--- config.mk ---
export PLATFORM = sky130hd
export DESIGN_NAME = bulk_in_arbiter
export DESIGN_NICKNAME = d
export VERILOG_FILES = /design/src/rtl/bulk_in_pkg.sv /design/src/rtl/bulk_in_arbiter_rr_pick.sv /design/src/rtl/bulk_in_arbiter.sv
export SDC_FILE = /design/constraint.sdc
export NUM_CORES = 1
export LEC_CHECK = 0
export CAP_MARGIN = 20
export CORE_UTILIZATION = 44
export DETAILED_ROUTE_END_ITERATION = 10
export HOLD_SLACK_MARGIN = 0.1
export PLACE_DENSITY = 0.91
export REMOVE_ABC_BUFFERS = 1
export SLEW_MARGIN = 20
export SYNTH_ARGS = -nofsm -noshare
export SYNTH_HDL_FRONTEND = slang
export SYNTH_SLANG_ARGS = --single-unit
export TNS_END_PERCENT = 10
--- constraint.sdc ---
create_clock -name axis_aclk -period 2.58 [get_ports axis_aclk]
set_input_delay 0.516 -clock axis_aclk [delete_from_list [all_inputs] [get_ports axis_aclk]]
set_output_delay 0.516 -clock axis_aclk [all_outputs]
set_load 0.05 [all_outputs]
--- src/rtl/bulk_in_pkg.sv ---
// Shared definitions for the bulk IN arbiter and its round-robin picker.
// Latency: n/a (types and constants only).
// Backpressure: n/a.
package bulk_in_pkg;

   typedef enum logic [1:0] {
      ST_IDLE = 2'd0,
      ST_HEAD = 2'd1,
      ST_DATA = 2'd2
   } state_t;

   localparam logic [3:0] DEF_HDR_TAG = 4'hA;
   localparam int         MAX_SRC     = 16;

endpackage

--- src/rtl/bulk_in_arbiter_rr_pick.sv ---
// Combinational round-robin selector: first set req bit after 'last', wrapping.
// Latency: 0 cycles, purely combinational.
// Backpressure: none; the caller decides when to act on the pick.
// Ports: req (request mask), last (index granted most recently),
//        grant (one-hot pick), idx (binary pick), vld (some request present).
module rr_pick #(
   parameter int NUM_SRC = 4,
   parameter int IW      = $clog2(NUM_SRC)
) (
   input  logic [NUM_SRC-1:0] req,
   input  logic [IW-1:0]      last,
   output logic [NUM_SRC-1:0] grant,
   output logic [IW-1:0]      idx,
   output logic               vld
);

   logic [IW-1:0] cand;

   // Walk last+1, last+2, ... ; the wrap is a compare-and-reset because
   // NUM_SRC need not be a power of two.
   always_comb begin
      grant = '0;
      idx   = '0;
      vld   = 1'b0;
      cand  = last;
      for (int i = 0; i < NUM_SRC; i++) begin
         if (cand == IW'(NUM_SRC - 1)) cand = '0;
         else                          cand = cand + 1'b1;
         if (!vld && req[cand]) begin
            vld         = 1'b1;
            idx         = cand;
            grant[cand] = 1'b1;
         end
      end
   end

endmodule

--- src/rtl/bulk_in_arbiter.sv ---
// Frame-granular round-robin arbiter sharing one bulk IN byte stream among
// NUM_SRC AXI-Stream sources, with an optional {HDR_TAG, ch} header byte.
// Latency: one idle arbitration cycle per frame (+1 header beat); data path 0 cycles.
// Backpressure: m_tready_i passes straight to the granted source; header waits on it.
// Ports: chan_en_i/s_t*_i per-source enable and AXIS inputs, s_tready_o per source,
//        m_t* to the endpoint, grant_o one-hot grant, busy_o not-idle,
//        frame_cnt_o completed-frame count (wraps).
module bulk_in_arbiter
   import bulk_in_pkg::*;
#(
   parameter int         NUM_SRC   = 4,
   parameter bit         HEADER_EN = 1'b1,
   parameter logic [3:0] HDR_TAG   = DEF_HDR_TAG
) (
   input  logic                 axis_aclk,
   input  logic                 reset_n,
   input  logic [NUM_SRC-1:0]   chan_en_i,
   input  logic [NUM_SRC-1:0]   s_tvalid_i,
   output logic [NUM_SRC-1:0]   s_tready_o,
   input  logic [NUM_SRC-1:0]   s_tlast_i,
   input  logic [8*NUM_SRC-1:0] s_tdata_i,
   output logic                 m_tvalid_o,
   input  logic                 m_tready_i,
   output logic                 m_tlast_o,
   output logic [7:0]           m_tdata_o,
   output logic [NUM_SRC-1:0]   grant_o,
   output logic                 busy_o,
   output logic [15:0]          frame_cnt_o
);

   localparam int IW = $clog2(NUM_SRC);

   if (NUM_SRC < 2 || NUM_SRC > MAX_SRC) begin : g_bad_num_src
      $error("bulk_in_arbiter: NUM_SRC out of range");
   end

   state_t               state;
   logic [NUM_SRC-1:0]   grant;
   logic [IW-1:0]        g;
   logic [IW-1:0]        last_q;
   logic [15:0]          frame_cnt;
   logic [NUM_SRC-1:0]   pick_grant;
   logic [IW-1:0]        pick_idx;
   logic                 pick_vld;
   logic [3:0]           ch;

   rr_pick #(.NUM_SRC(NUM_SRC), .IW(IW)) u_pick (
      .req   (s_tvalid_i & chan_en_i),
      .last  (last_q),
      .grant (pick_grant),
      .idx   (pick_idx),
      .vld   (pick_vld)
   );

   assign ch = 4'(g);

   // The enable mask only matters here in IDLE: once granted, the frame runs to tlast.
   always_ff @(posedge axis_aclk) begin
      if (!reset_n) begin
         state     <= ST_IDLE;
         grant     <= '0;
         g         <= '0;
         last_q    <= IW'(NUM_SRC - 1);
         frame_cnt <= '0;
      end else begin
         case (state)
            ST_IDLE: begin
               if (pick_vld) begin
                  grant <= pick_grant;
                  g     <= pick_idx;
                  state <= HEADER_EN ? ST_HEAD : ST_DATA;
               end
            end
            ST_HEAD: begin
               if (m_tready_i) state <= ST_DATA;
            end
            ST_DATA: begin
               if (m_tvalid_o && m_tready_i && m_tlast_o) begin
                  last_q    <= g;
                  frame_cnt <= frame_cnt + 16'd1;
                  grant     <= '0;
                  state     <= ST_IDLE;
               end
            end
            default: state <= ST_IDLE;
         endcase
      end
   end

   always_comb begin
      m_tvalid_o = 1'b0;
      m_tlast_o  = 1'b0;
      m_tdata_o  = 8'h00;
      s_tready_o = '0;
      case (state)
         ST_HEAD: begin
            m_tvalid_o = 1'b1;
            m_tdata_o  = {HDR_TAG, ch};
         end
         ST_DATA: begin
            m_tvalid_o    = s_tvalid_i[g];
            m_tlast_o     = s_tlast_i[g];
            m_tdata_o     = s_tdata_i[8*g +: 8];
            s_tready_o[g] = m_tready_i;
         end
         default: ;
      endcase
   end

   assign grant_o     = grant;
   assign busy_o      = (state != ST_IDLE);
   assign frame_cnt_o = frame_cnt;

endmodule

==> results.toml <==
[outcome]
status = "finished, violations left"
violations = "DRC"

[synth]
synth_warnings = 0
yosysSeqAreaShare_pct = 24.7
syn_area_um2 = 2100
syn-instance-count = 239
syn_avg_cell_area_um2 = 8.80
synth_cell_type_count = 42
synth_seq_cells = 26

[route]
detail-route-antenna-nets = 0
wl_mm = 6.19
vias_per_cell = 5.82
drt-met1-wl_mm = 2.52
dr_wl_met2_mm = 3.30
vias = 2204
top_layer_used = "met4"
drt-wirelength-per-cell_um = 16.3
wl_met3_um = 252
drtPass1Iterations = 7
drc_errors = 3
drtIter0Drc = 187

[critical_path]
startpoint_type = "flip-flop"
regToRegSetupSlack_ps = 290
worstPathRequired_ps = 2060
r2r_end = "grant_o[3]$_SDFFE_PN0P_"
crit-reg2reg-launch = "last_q[0]$_SDFFE_PN1P_"
cp_max_fo = 9
worstPathArrival_ps = 1970
worst-setup-path-type = "flip-flop to output port"
crit_path_end_kind = "output port"
slowest_delay_ps = 380
reg2reg_depth = 6
path_cells = "inv_1 > ha_1 > buf_4 > nand2_1 > nor3_1 > buf_12"
crit_slowest_cell = "nor3_1"

[placement]
portBuffers = 81
placed_area_um2 = 3040
gp_congestion = 1.01
hpwl_mm = 5.03

[die]
fp.dieW_um = 71.1
die_area_um2 = 5060
rows = 24
die_h_um = 71.1
coreArea_um2 = 4470
start_util_pct = 47.0
io_pins = 82

[timing]
fin_skew_ps = 1.91
slew-limit-headroom_pct = 65.4
worst_slew_pin_slew_ps = 518
report.final.slew_viol_count = 0
grt_setup_unrepaired = "false"
fmax_mhz = 402
hold_viol_final = 0
timing.final.crit_share_pct = 96.4
finalSetupViolCount = 0
fin_crit_ps = 2490
fin_setup_tns_ps = 0

[pwr]
power_density_nw_per_um2 = 530
ir_drop_v = 0.000279
leakagePower_nw = 1.22

[global_routing]
grt_usage_pct = 25.6
grt_pass1_vias = 2178
grt_pass1_wl_mm = 10.4
antenna_found_initial = 0
grt_remaining_overflow = 0
grt_max_degree = 16

[worst_hold_path]
hp-start = "grant_o[3]$_SDFFE_PN0P_"
holdPathStages = 1
min_path_type = "flip-flop to flip-flop"
min_to = "grant_o[3]$_SDFFE_PN0P_"

[cts]
root_buffer = "clkbuf_8"
cts_buffer_depth = 2
cts_resized = 0
cts_buffers = 3
cts.sinks = 26
path_clk_slew_ps = 90
cts_tree = "yes"
htreeDepth = 1
clkLatencyLatePin_ps = 270
cts_setup_buffers = 0
hold_buffers = 0

[finish]
final_design_area_no_fill_um2 = 3110
final_nets = 389
drive_above_1_share_pct = 15.3
syn_to_final_growth_pct = 47.9
n_antenna_cell = 0

[job]
maxCapViolations = 0
==> synthesized netlist by cell type <==
library cell	number	area, µm²
nand4_1	5	31.3
nor2b_1	7	43.8
nor4_1	1	6.26
mux4_2	9	203
a21oi_1	12	60.1
a221o_1	3	30.0
a211oi_1	4	30.0
a22oi_1	6	45.0
and2_1	15	93.8
nand2_1	18	67.6
ha_1	14	175
nand3_1	12	60.1
xnor2_1	5	43.8
o21ai_0	14	70.1
mux2_2	1	11.3
buf_2	2	10.0
a211o_1	1	8.76
and4_1	1	8.76
nand4_4	1	21.3
buf_6	3	33.8
dfxtp_1	26	521
or3_1	5	31.3
o22ai_1	2	12.5
and2_0	2	12.5
and3_1	7	43.8
nor4_2	1	12.5
or2_2	1	6.26
mux2i_1	1	10.0
inv_1	9	33.8
a21boi_1	4	30.0
nor2_1	11	41.3
mux4_1	3	78.8
nor3_1	7	35.0
o221ai_1	1	8.76
nor3b_1	1	7.51
xor2_1	5	43.8
clkbuf_1	8	30.0
a21boi_0	3	22.5
clkbuf_2	1	5.00
o211a_4	1	17.5
o211ai_1	5	37.5
a41oi_1	1	8.76
==> stage by stage <==
stage	instances	hold WS (ps)	setup WS, ps	total power [mW]	util [%]
CTS	379	485	120	1.65	69.5
global placement	375	461	121	1.29	68.0
detailed placement	375	454	44.3	1.32	68.0
global route	379	507	36.0	1.74	69.5
finish	379	481	93.1	1.65	69.5
floorplan	225	453	120	0.992	-
==> layer usage <==
metal  track usage, %  up-vias
met2             46.8       67
li1                 -     1063
met5                0        -
met3             3.99       14
met4             5.78        0
met1             31.6     1060
==> layout by cell type, fill, tap and decap left out, types with 5 or more instances in the layout <==
cell	instances
a21oi_1	12
a22oi_1	6
and2_1	15
and3_1	7
buf_4	28
clkdlybuf4s50_1	66
dfxtp_1	26
ha_1	14
inv_1	9
mux4_2	9
nand2_1	18
nand3_1	12
nand4_1	5
nor2_1	11
nor2b_1	7
nor3_1	7
o211ai_1	5
o21ai_0	14
or3_1	5
xnor2_1	5
xor2_1	5
==> area by class of cell <==
type,count,area [µm²]
Clock inverter,1,30.0
Clock buffer,3,41.3
Inverter,9,33.8
Sequential cell,26,520
Tap cell,52,65.1
Multi-Input combinational cell,190,1470
Timing Repair Buffer,98,951
Fill cell,334,1360
==> sequential cells by signal, summed over array words and instances, names as in the netlist <==
register and flops:
frame_cnt_o 16, grant_o 4, g 2, last_q 2, state 2
==> worst max-delay path by stage <==
stage | depth (start not counted) | end | slack [ps] | from
5_1_grt | 6 | s_tready_o[1] | 40 | state[0]$_SDFFE_PN0P_
3_3_place_gp | 7 | grant_o[1]$_SDFFE_PN0P_ | 120 | s_tvalid_i[1]
3_5_place_dp | 7 | grant_o[3]$_SDFFE_PN0P_ | 40 | s_tvalid_i[2]
2_1_floorplan | 2 | s_tready_o[1] | 120 | g[0]$_SDFFE_PN0P_
6_report | 6 | s_tready_o[1] | 90 | state[0]$_SDFFE_PN0P_
4_1_cts | 5 | m_tvalid_o | 120 | s_tvalid_i[3]
==> cell families (layout without fill, tap and decap cells) <==
| logic type | Yosys count | in the layout | share of synthesized area, % |
|---|---|---|---|
| adders and majority gates | 14 | 14 | 8.33 |
| AOI/OAI and AO/OA | 57 | 57 | 18.1 |
| and+or+nand+nor | 95 | 95 | 24.9 |
| xor gates and xnor gates | 10 | 10 | 4.16 |
| muxes | 14 | 14 | 14.4 |
| buffers and inverters | 23 | 111 | 5.35 |
| DFF | 26 | 26 | 24.7 |
==> critical path: cells and delay by family (launching register included) <==
| kind | cells | cell delay, ps |
|---|---|---|
| adder cells (fa/ha/maj) | 1 | 350 |
| buffers and inverters | 3 | 530 |
| AND/OR/NAND/NOR | 2 | 470 |
| flip-flops | 1 | 360 |
==> power breakdown <==
part	internal, mW	total [mW]	switching, mW
combinational	0.353	0.859	0.506
sequential	0.428	0.455	0.0277
clock	0.207	0.334	0.126
total	0.988	1.65	0.660
Power figures use the tool's default switching activity.
